## src/rtl/wall_spawn_ctrl.sv

```systemverilog
// wall_spawn_ctrl: samples candidate wall positions, rejects ones that land on
// the snake head, the apple or an existing wall, and commits accepted ones into
// a fill-in-order wall table. Also flags snake-head-vs-wall collisions.
module wall_spawn_ctrl #(
  parameter  int NUM_WALLS = 8,
  parameter  int MAX_TRIES = 15,
  localparam int IW        = $clog2(NUM_WALLS),
  localparam int CW        = IW + 1
) (
  input  logic          clk,
  input  logic          btnrst_n,
  input  logic          spawn_req,
  input  logic          clear,
  input  logic [10:0]   cand_x,
  input  logic [10:0]   cand_y,
  input  logic [10:0]   snakehead_x,
  input  logic [10:0]   snakehead_y,
  input  logic [10:0]   apple_x,
  input  logic [10:0]   apple_y,
  input  logic [IW-1:0] rd_idx,
  output logic [10:0]   rd_x,
  output logic [10:0]   rd_y,
  output logic          rd_valid,
  output logic [CW-1:0] wall_count,
  output logic          busy,
  output logic          spawn_done,
  output logic          spawn_fail,
  output logic          wall_hit
);

  typedef enum logic [1:0] {IDLE, SAMPLE, CHECK} state_t;

  state_t        state_q;
  logic [CW-1:0] cnt_q;
  logic [7:0]    tries_q;
  logic [10:0]   cand_x_q, cand_y_q;
  logic          done_q, fail_q, hit_q;
  logic [10:0]   slot_x_q [NUM_WALLS];
  logic [10:0]   slot_y_q [NUM_WALLS];

  logic          slot_conf, head_hit_d, conflict, commit, retry_ok;
  logic [8:0]    tries_nxt;

  // Compare the candidate and the live head against every occupied slot.
  always_comb begin
    slot_conf  = 1'b0;
    head_hit_d = 1'b0;
    for (int i = 0; i < NUM_WALLS; i++) begin
      if (CW'(i) < cnt_q) begin
        if (slot_x_q[i] == cand_x_q && slot_y_q[i] == cand_y_q)       slot_conf  = 1'b1;
        if (slot_x_q[i] == snakehead_x && slot_y_q[i] == snakehead_y) head_hit_d = 1'b1;
      end
    end
  end

  assign conflict  = slot_conf
                   | (cand_x_q == snakehead_x && cand_y_q == snakehead_y)
                   | (cand_x_q == apple_x && cand_y_q == apple_y);
  // clear beats a simultaneous commit, so it also blocks the table write.
  assign commit    = (state_q == CHECK) && !conflict && !clear;
  assign tries_nxt = {1'b0, tries_q} + 9'd1;
  assign retry_ok  = tries_nxt < 9'(MAX_TRIES);

  // Control FSM with registered pulses and collision flag.
  always_ff @(posedge clk) begin
    if (!btnrst_n) begin
      state_q  <= IDLE;
      cnt_q    <= '0;
      tries_q  <= '0;
      cand_x_q <= '0;
      cand_y_q <= '0;
      done_q   <= 1'b0;
      fail_q   <= 1'b0;
      hit_q    <= 1'b0;
    end else begin
      done_q <= 1'b0;
      fail_q <= 1'b0;
      hit_q  <= head_hit_d;
      if (clear) begin
        state_q <= IDLE;
        cnt_q   <= '0;
      end else begin
        case (state_q)
          IDLE: if (spawn_req) begin
            if (cnt_q < CW'(NUM_WALLS)) begin
              tries_q <= '0;
              state_q <= SAMPLE;
            end else begin
              fail_q  <= 1'b1;
            end
          end
          SAMPLE: begin
            cand_x_q <= cand_x;
            cand_y_q <= cand_y;
            state_q  <= CHECK;
          end
          CHECK: begin
            if (!conflict) begin
              cnt_q   <= cnt_q + 1'b1;
              done_q  <= 1'b1;
              state_q <= IDLE;
            end else if (retry_ok) begin
              tries_q <= tries_nxt[7:0];
              state_q <= SAMPLE;
            end else begin
              fail_q  <= 1'b1;
              state_q <= IDLE;
            end
          end
          default: state_q <= IDLE;
        endcase
      end
    end
  end

  // Wall table storage; unoccupied slots are don't-care so no reset is needed.
  always_ff @(posedge clk) begin
    if (btnrst_n && commit) begin
      slot_x_q[cnt_q[IW-1:0]] <= cand_x_q;
      slot_y_q[cnt_q[IW-1:0]] <= cand_y_q;
    end
  end

  assign rd_x       = slot_x_q[rd_idx];
  assign rd_y       = slot_y_q[rd_idx];
  assign rd_valid   = {1'b0, rd_idx} < cnt_q;
  assign wall_count = cnt_q;
  assign busy       = state_q != IDLE;
  assign spawn_done = done_q;
  assign spawn_fail = fail_q;
  assign wall_hit   = hit_q;

endmodule

```

## config.mk

```make
export PLATFORM = sky130hd
export DESIGN_NAME = wall_spawn_ctrl
export DESIGN_NICKNAME = d
export VERILOG_FILES = /design/src/rtl/wall_spawn_ctrl.sv
export SDC_FILE = /design/constraint.sdc
export NUM_CORES = 1
export LEC_CHECK = 0
export CELL_PAD_IN_SITES_DETAIL_PLACEMENT = 0
export CELL_PAD_IN_SITES_GLOBAL_PLACEMENT = 2
export CORE_MARGIN = 1
export CORE_UTILIZATION = 40
export DETAILED_ROUTE_END_ITERATION = 16
export PLACE_DENSITY_LB_ADDON = 0.2
export SETUP_SLACK_MARGIN = 0.2
export SLEW_MARGIN = 0
export SYNTH_ARGS = -nofsm -noshare
export SYNTH_HDL_FRONTEND = slang
export SYNTH_SLANG_ARGS = --single-unit
```

## constraint.sdc

```tcl
create_clock -name clk -period 7.63 [get_ports clk]
set_clock_uncertainty 0.2 [all_clocks]
set_input_delay 0.763 -clock clk [delete_from_list [all_inputs] [get_ports clk]]
set_output_delay 0.763 -clock clk [all_outputs]
set_load 0.1 [all_outputs]
```

==> results of run 1 <==
-- sequential cells by signal, indices dropped and copies added, names as in the netlist --
register and flops:
cand_x_q 11, cand_y_q 11, slot_x_q 88, slot_y_q 88
spawn_done 1, spawn_fail 1, state_q 2, tries_q 8
wall_count 4, wall_hit 1
-- cell usage after synthesis, types with 3 or more instances --
master    instances  area share, %
edfxtp_1        176             41
ha_1              5           0.49
nor3b_1           4           0.23
mux2_2           23            2.0
mux4_2           44            7.7
a31oi_1           3           0.15
or3_1             5           0.24
nor4_1           68            3.3
xor2_1          207             14
or4_1             3           0.18
a21oi_1          32            1.2
xnor2_1         190             13
dfxtp_1          39            6.1
buf_1             3          0.088
inv_1             8           0.23
nand4_1          56            2.7
o21ai_0           5           0.19
clkbuf_1         31           0.91
nand3_1          15           0.58
buf_2            30            1.2
nor3_1           16           0.62
nor2_1           10           0.29
nand2_1          60            1.8
-- through the flow --
stage | setup WS (ns) | power (mW)
finish | 2.87 | 2.77
global route | 2.69 | 2.84
CTS | 2.80 | 2.78
detailed placement | 2.79 | 1.60
global placement | 2.83 | 1.60
floorplan | 2.51 | 1.48
-- metal layers --
layer  up-vias  track usage, %
met1      4833            46.5
met2       505            51.6
met4         4            12.1
met3        98            7.22
met5         -               0
li1       4056               -
-- final cells by class --
| type | instances | area (µm²) |
|---|---|---|
| timing repair buffer | 144 | 1330 |
| tap | 402 | 503 |
| fill | 2852 | 16300 |
| multi-input combinational | 767 | 6490 |
| sequential | 215 | 6070 |
| antenna | 2 | 5.00 |
| clock inverter | 16 | 160 |
| clock buffer | 28 | 637 |
| inverter | 9 | 33.8 |
-- kinds of logic (layout without fill, tap and decap cells) --
kind of cell / after synthesis / count (layout) / synth area share [%]
AO/OA/AOI/OAI: 54 / 54 / 2.48
XOR/XNOR: 397 / 397 / 27.1
adder cells (fa/ha/maj): 5 / 5 / 0.487
buffers and inverters: 77 / 197 / 2.72
flip-flops: 215 / 215 / 47.2
multiplexers: 67 / 67 / 9.73
other: 0 / 2 / 0
AND/OR/NAND/NOR: 244 / 244 / 10.3
-- placed cells by master, fill, tap and decap left out, types with 4 or more instances in the layout --
cell / instances
nor3b_1: 4
xnor2_1: 190
nor4_1: 60
mux2_2: 23
nor3_1: 16
clkbuf_16: 25
nand3_1: 14
dfxtp_1: 39
inv_1: 8
edfxtp_1: 176
clkinv_2: 6
xor2_1: 207
buf_4: 41
nor2_1: 10
o21ai_0: 5
a21oi_1: 32
clkdlybuf4s50_1: 101
nand2_1: 60
ha_1: 5
nand4_1: 56
or3_1: 5
mux4_2: 44
nor4_2: 8
clkinv_1: 5
-- power groups by stage --
stage	Sequential [mW]	Clock, mW	Combinational, mW
after CTS	1.27	1.21	0.311
after floorplan	1.29	0	0.188
after global placement	1.29	0	0.311
after detailed placement	1.29	0	0.309
after global routing	1.27	1.25	0.325
final	1.27	1.20	0.312
-- worst paths after layout --
kind / start / end / slack [ns]
setup reg to reg: cand_y_q[10] / slot_y_q[2][8] / 3.11
setup / recovery: rd_idx[0] / rd_y[9] / 2.87
hold / removal: cand_y_q[7] / cand_y_q[7] / 0.26
hold reg to reg: cand_y_q[7] / cand_y_q[7] / 0.26
-- worst register-to-register path, cell delays in order, from the launching register on --
cell and delay, ns:
dfxtp_1 0.98, xor2_1 0.42, nor4_1 0.12, nand2_1 0.14
o22ai_1 0.10, a311oi_1 0.53, and3_1 0.47, nand2_1 0.36
nor4_2 0.35, buf_4 0.43
==> reports/qor.txt, run 1 <==
initial antenna violation count - 5
uppermost layer routed - met5
CTS Sinks - 215
Synth Net Count - 1137
Net Sw Frac - 25.2%
final antenna-violating net count - 0
Final min period - 4.76 ns
status - completed
core area - 31600 µm²
hold_ws - 0.255 ns
Final Cell Area - 15200 µm²
Worst Path Required - 6.67 ns
Core Util, Final - 48.2%
total track usage - 33.6%
Cell Rows - 65
max cap viols - 0
Pint - 2.08 mW
H-tree levels - 1
Gate Count Post-Synth - 1059
Setup Crit Path Kind - input port to output port
WP buf/inv - 3
Final Hold Viols - 0
layout cell share with drive strength beyond 1 - 13.6%
Synth cell types - 43
die height - 181 µm
Routed WL per cell - 34.5 µm
clk slew on worst S/H paths - 0.06 ns
Setup TNS Final - 0 ns
CTS tree - done
Critical Path Fanout Max - 25
via count - 9496
Clock power frac - 43.2%
CTS max path bufs - 3
wl on met1 - 23300 µm
routed length on met3 - 4680 µm
post-CTS resize count - 0
synthesized area - 12800 µm²
fin. max-slew vios - 0
Peak Freq - 210 MHz
worst path arrival time - 3.80 ns
nets - 1239
DR DRC count - 0
die width - 181 µm
syn_area_per_cell - 12.1 µm²
largest net degree at the start of global routing - 46
PortBufs - 103
worst path cell trace - buf_2, buf_4, mux4_2, mux2_2, clkdlybuf4s50_1
Slew headroom - 14.7%
# placed instances - 1537
fin cells - 1583
Slew @ Worst Pin - 1.27 ns
Crit-path slowest cell - clkdlybuf4s50_1
initial core utilization - 40.7%
initial drt markers - 1149
first-pass GRT wire length - 75200 µm
Static Leak - 4.52 nW
Clock Tree Root - clkbuf_16
Comb power frac - 11.2%
peak supply drop - 0.132 mV
total grt overflow - 0
cell count of the worst reg-to-reg path - 9
first-pass iteration count of the detailed router - 5
HP Class - flip-flop to flip-flop
Crit. End Element - output port
io pins - 104
die area - 32800 µm²
EDFF count, synth - 176
post-synthesis sequential area ratio - 47.2%
Area growth syn-to-layout - 18.5%
metal2 WL - 24500 µm
RSZ-0062 raised after global routing - false
Final HPWL DP - 40700 µm
Hold Path Depth - 2
gp weighted congestion - 0.972
drt via density - 6.00
clock insertion delay at the later pin of the skew report - 0.54 ns
Final period util - 62.4%
post-CTS setup buffer count - 0
Final Setup Violations - 0
register share of total power - 45.6%
Area after DPL - 14400 µm²
cell family with most CP delay - buffers and inverters
Power Dens Cells - 182 nW/µm²
Detailed Route WL - 54600 µm
Synth async-reset ratio - 0%
Crit path depth - 5
total number of yosys warnings - 0
TritonCTS buffer count - 24
Synth Register Bits - 215
vias in the first global route - 9345
ys flop type - edfxtp_1
slowest stage delay, CP - 0.97 ns
CP startpoint kind - input port
Psw - 698 µW
CTS Hold Bufs - 0
Note: power is estimated with default switching activity, not from simulation.
==> run 2, diff against run 1 <==
clock period = 4.85 ns   (was 7.63 ns; I/O delays follow)
==> run 2 against run 1 <==
Compared with the run above: non-clock buffer count increased by 30; first-iteration DRC count is 7.5% lower; count of clock-buffer cells in the layout is 14 higher; final cell count is 1.8% higher; utilization increased by 0.53 points; sequential share of layout area is 0.43 points lower; critical path depth rose by 4; clock power grew 51%; global-route usage down 0.40 points; highest routed layer unchanged.
==> reports/qor.txt, run 2 (synthesis results as in run 1) <==
CTS max path bufs - 3
post-CTS resize count - 0
post-CTS setup buffer count - 0
Crit path depth - 9
Slew headroom - 34.1%
initial drt markers - 1063
worst path arrival time - 4.10 ns
flop2flop setup slack - 0.73 ns
crit path to - slot_x_q[3][7]
Crit-path slowest cell - dfxtp_1
fillers - 2919
CTS Hold Bufs - 0
CTS Sinks - 215
RSZ-0062 raised after global routing - false
Area growth syn-to-layout - 19.8%
antenna fix cells - 0
PortBufs - 103
Detailed Route WL - 54100 µm
Final min period - 4.12 ns
vias in the first global route - 9541
clock insertion delay at the later pin of the skew report - 0.54 ns
Cell Rows - 65
die area - 32800 µm²
Final Hold Viols - 0
worst setup path start - cand_y_q[9]
cell count of the worst reg-to-reg path - 9
Peak Freq - 243 MHz
slowest stage delay, CP - 0.91 ns
sequential cell area - 6070 µm²
gp weighted congestion - 1.06
total track usage - 33.2%
Crit. End Element - flip-flop
commonest non-fill, non-tap cell in the layout - xor2_1
WP buf/inv - 1
fin cells - 1612
Final HPWL DP - 42500 µm
Slew @ Worst Pin - 0.986 ns
most frequent cells in the layout - 207 x xor2_1, 190 x xnor2_1, 176 x edfxtp_1, 92 x buf_4, 78 x clkdlybuf4s50_1
Setup Crit Path Kind - flip-flop to flip-flop
HP Class - flip-flop to flip-flop
CTS tree - done
io pins - 104
peak supply drop - 0.216 mV
post-layout power - 4.32 mW
DR DRC count - 0
CP startpoint kind - flip-flop
nets - 1270
total grt overflow - 0
initial core utilization - 40.7%
Critical Path Fanout Max - 22
Final Setup Violations - 0
Routed WL per cell - 33.6 µm
core area - 31600 µm²
die width - 181 µm
first-pass GRT wire length - 74900 µm
largest net degree at the start of global routing - 24
Core Util, Final - 48.8%
max cap viols - 0
Clock Tree Root - clkbuf_16
layout cell share with drive strength beyond 1 - 17.4%
Power Dens Cells - 281 nW/µm²
drt via density - 5.91
hold_ws - 0.287 ns
via count - 9533
r2r startpoint - cand_y_q[9]
final antenna-violating net count - 0
fin. max-slew vios - 0
worst path cell trace - xor2_1, nor4_1, nand4_1, nor3_1, a311oi_1, and3_1, nand2_1, nor4_2, buf_4
die height - 181 µm
status - completed
r2r endpoint - slot_x_q[3][7]
cell family with most CP delay - simple AND/OR/NAND/NOR gates
Static Leak - 4.68 nW
Multi-input gate area - 6490 µm²
# placed instances - 1567
Worst Path Required - 4.83 ns
H-tree levels - 1
initial antenna violation count - 3
Final period util - 84.9%
first-pass iteration count of the detailed router - 5
clk slew on worst S/H paths - 0.06 ns
TritonCTS buffer count - 25
-- run 2: worst min path at each step --
| stage | startpoint | end | slack, ns | depth (start not counted) |
|---|---|---|---|---|
| global route | cand_x[0] | cand_x_q[0] | 0.31 | 3 |
| CTS | cand_x[2] | cand_x_q[2] | 0.28 | 3 |
| finish | tries_q[5] | tries_q[5] | 0.29 | 1 |
| global placement | tries_q[5] | tries_q[5] | 0.27 | 1 |
| detailed placement | tries_q[5] | tries_q[5] | 0.28 | 1 |
| floorplan | tries_q[1] | tries_q[1] | 0.26 | 2 |
-- run 2: power breakdown --
part | internal, mW | switching (mW)
Combinational | 0.192 | 0.319
Sequential | 1.98 | 0.0163
Clock | 1.06 | 0.755
Total | 3.23 | 1.09
-- run 2: layout make-up --
class / count / area share [%]
flip-flops and latches: 215 / 39.4
repair buffers: 174 / 9.89
clock buffers: 42 / 4.94
well taps: 402 / 3.27
inverters: 9 / 0.220
clock inverters: 3 / 0.0976
multi-input cells: 767 / 42.2
-- run 2: worst reg2reg max path: cells and delay by family, from the launching register on --
| family | cells | cell delay [ns] |
|---|---|---|
| buffers and inverters | 1 | 0.44 |
| and+or+nand+nor | 6 | 1.56 |
| AOI/OAI and AO/OA | 1 | 0.37 |
| xor gates and xnor gates | 1 | 0.29 |
| DFF | 1 | 0.91 |
-- run 2: stage by stage --
stage	setup TNS [ns]	setup WS [ns]	cell area, µm²
finish	0	0.731	15400
global route	0	0.604	15400
CTS	0	0.804	15400
detailed placement	0	0.752	14600
global placement	0	0.773	14600
floorplan	-44.38	-0.271	12800
-- run 2: per-layer routing --
layer  wire length (µm)  share of wire, %  up-vias  global-route usage (%)
met2              24500                45      499                    51.4
met3               4360               8.1       94                    5.95
met4               2350               4.3        4                    13.1
met1              22900                42     4833                    46.0
li1                   -                 -     4103                       -
met5                 28             0.052        -                       0
==> RTL edit: new RTL, config.mk and constraints of run 2 <==
Remove the register `hit_q`: a continuous assignment takes its place, so the output `wall_hit` follows one clock earlier.
--- a/src/rtl/wall_spawn_ctrl.sv
+++ b/src/rtl/wall_spawn_ctrl.sv
@@ -73,3 +73,2 @@
       fail_q   <= 1'b0;
-      hit_q    <= 1'b0;
     end else begin
@@ -77,3 +76,2 @@
       fail_q <= 1'b0;
-      hit_q  <= head_hit_d;
       if (clear) begin
@@ -115,2 +113,4 @@
 
+  assign hit_q = head_hit_d;
+
   // Wall table storage; unoccupied slots are don't-care so no reset is needed.
Behaviour: not the same (Yosys sat finds a counterexample within 4 cycles, from zero or initial values and one cycle with btnrst_n low).
==> RTL edit against run 2 <==
Sequential share of layout area is essentially flat. Non-clock buffer count is 6 higher. Setup slack worse by 150 ps. Worst hold slack worse by 31 ps. Final area is 0.24% lower. Cell count is 0.12% higher. Power is essentially flat. Wire length grew 1.9%. Sequential cell count decreased by 1. Area after synthesis shrank 0.23%.
==> RTL edit: results (changes against run 2) <==
.. list-table::
   :header-rows: 1

   * - Metric
     - Value
   * - Met3 Routed Length
     - 4410 um (+1.0%)
   * - Compound-Gate Fraction of Synth Area
     - 0.0238 (-0.00102)
   * - Proportion of layout cells with a drive suffix above 1
     - 0.182 (+0.00796)
   * - Initial antenna violation count
     - 1 (-2)
   * - Endpoint of the worst hold path
     - cand_x_q[6]$_SDFFE_PN0P_
   * - Total length of routed met2 wires
     - 25,500 um (+4.4%)
   * - Met3 global-route usage
     - 0.0403 (-0.0191)
   * - Combined global-route utilization of all metal layers
     - 0.337 (+0.00592)
   * - Cell types with the largest area share after synthesis
     - sky130_fd_sc_hd__edfxtp_1 41%, sky130_fd_sc_hd__xor2_1 14%, sky130_fd_sc_hd__xnor2_1 13%
   * - Seq/Total Area, Yosys
     - 0.472 (about the same)
   * - # fillers
     - 2,928 (+0.31%)
   * - Cell with the biggest individual delay on the critical path
     - sky130_fd_sc_hd__nor2_2
   * - Number of library cell types mapped by synthesis
     - 45 (+4.7%)
   * - Nets in the synthesized netlist
     - 1,131 (-0.53%)
   * - Maximum ir drop on the vdd rail
     - 0.198 mV (-8.4%)
   * - Met1 layer usage reported by global route
     - 0.477 (+0.0169)
   * - Maximum number of pins on one net before global-route repair
     - 46 (+92%)
   * - Delay of the slowest cell on the worst path
     - 1020 ps (+110 ps)
   * - Ranking of synthesized cells by instance count
     - 203 x sky130_fd_sc_hd__xor2_1, 197 x sky130_fd_sc_hd__xnor2_1, 176 x sky130_fd_sc_hd__edfxtp_1, 59 x sky130_fd_sc_hd__nand4_1
   * - R2R Setup Slk
     - 580 ps (-150 ps)
   * - Final min period
     - 4270 ps (+150 ps)
   * - Lkg Pwr
     - 5.99 nW (+28%)
   * - Number of design-rule violations left by the first detailed-router iteration
     - 1,268 (+19%)
   * - Highest signal layer in the routed design
     - met4
   * - Total via count in the routed design
     - 9,617 (+0.88%)
   * - XOR/XNOR share of the synthesized area
     - 0.273 (+0.00268)
   * - Capture point of the worst path
     - slot_x_q[2][8]$_DFFE_PP_
   * - Status
     - finished clean
   * - Adder-cell share of the synthesized area
     - 0.00488 (+0.0000114)
   * - Reg-to-reg critical path endpoint
     - slot_x_q[2][8]$_DFFE_PP_
   * - Share of cell area taken by muxes after synthesis
     - 0.0974 (+0.000130)
   * - Global-route track usage on met2
     - 0.543 (+0.0296)
   * - Reg-to-Reg Start
     - cand_x_q[10]$_SDFFE_PN0P_
   * - Hold Path Origin
     - cand_x_q[6]$_SDFFE_PN0P_
   * - First-pass GRT wire length
     - 75,900 um (+1.4%)
   * - R2r worst-path depth
     - 9 (unchanged)
   * - Gp weighted congestion
     - 1.02 (-3.8%)
   * - Total length of routed wires
     - 55,100 um (+1.9%)
   * - Half-perimeter wire length of the detailed placement result
     - 42,600 um (+0.20%)
## RTL edit: through the flow
step                worst slack [ps]   util  area (um^2)  std cells  hold WS [ps]
floorplan                        417      -        12800       1053           244
global placement                 720  0.462        14600       1568           244
detailed placement               624  0.462        14600       1568           249
CTS                              576  0.486        15400       1614           256
global route                     390  0.486        15400       1614           295
finish                           581  0.486        15400       1614           256
## RTL edit: final cells by class
| class | instances | area (um^2) | area share |
|---|---|---|---|
| multi-input combinational | 763 | 6450 | 0.420 |
| timing repair buffer | 180 | 1540 | 0.100 |
| sequential | 214 | 6050 | 0.394 |
| clock buffer | 33 | 676 | 0.0440 |
| inverter | 9 | 33.8 | 0.00220 |
| tap | 402 | 503 | 0.0328 |
| clock inverter | 13 | 98.8 | 0.00644 |
## RTL edit: power by group
group	total, mW	internal (mW)	switching [mW]
Combinational	0.503	0.193	0.310
Clock	1.84	1.03	0.805
Sequential	1.98	1.97	0.0106
Total	4.33	3.20	1.13
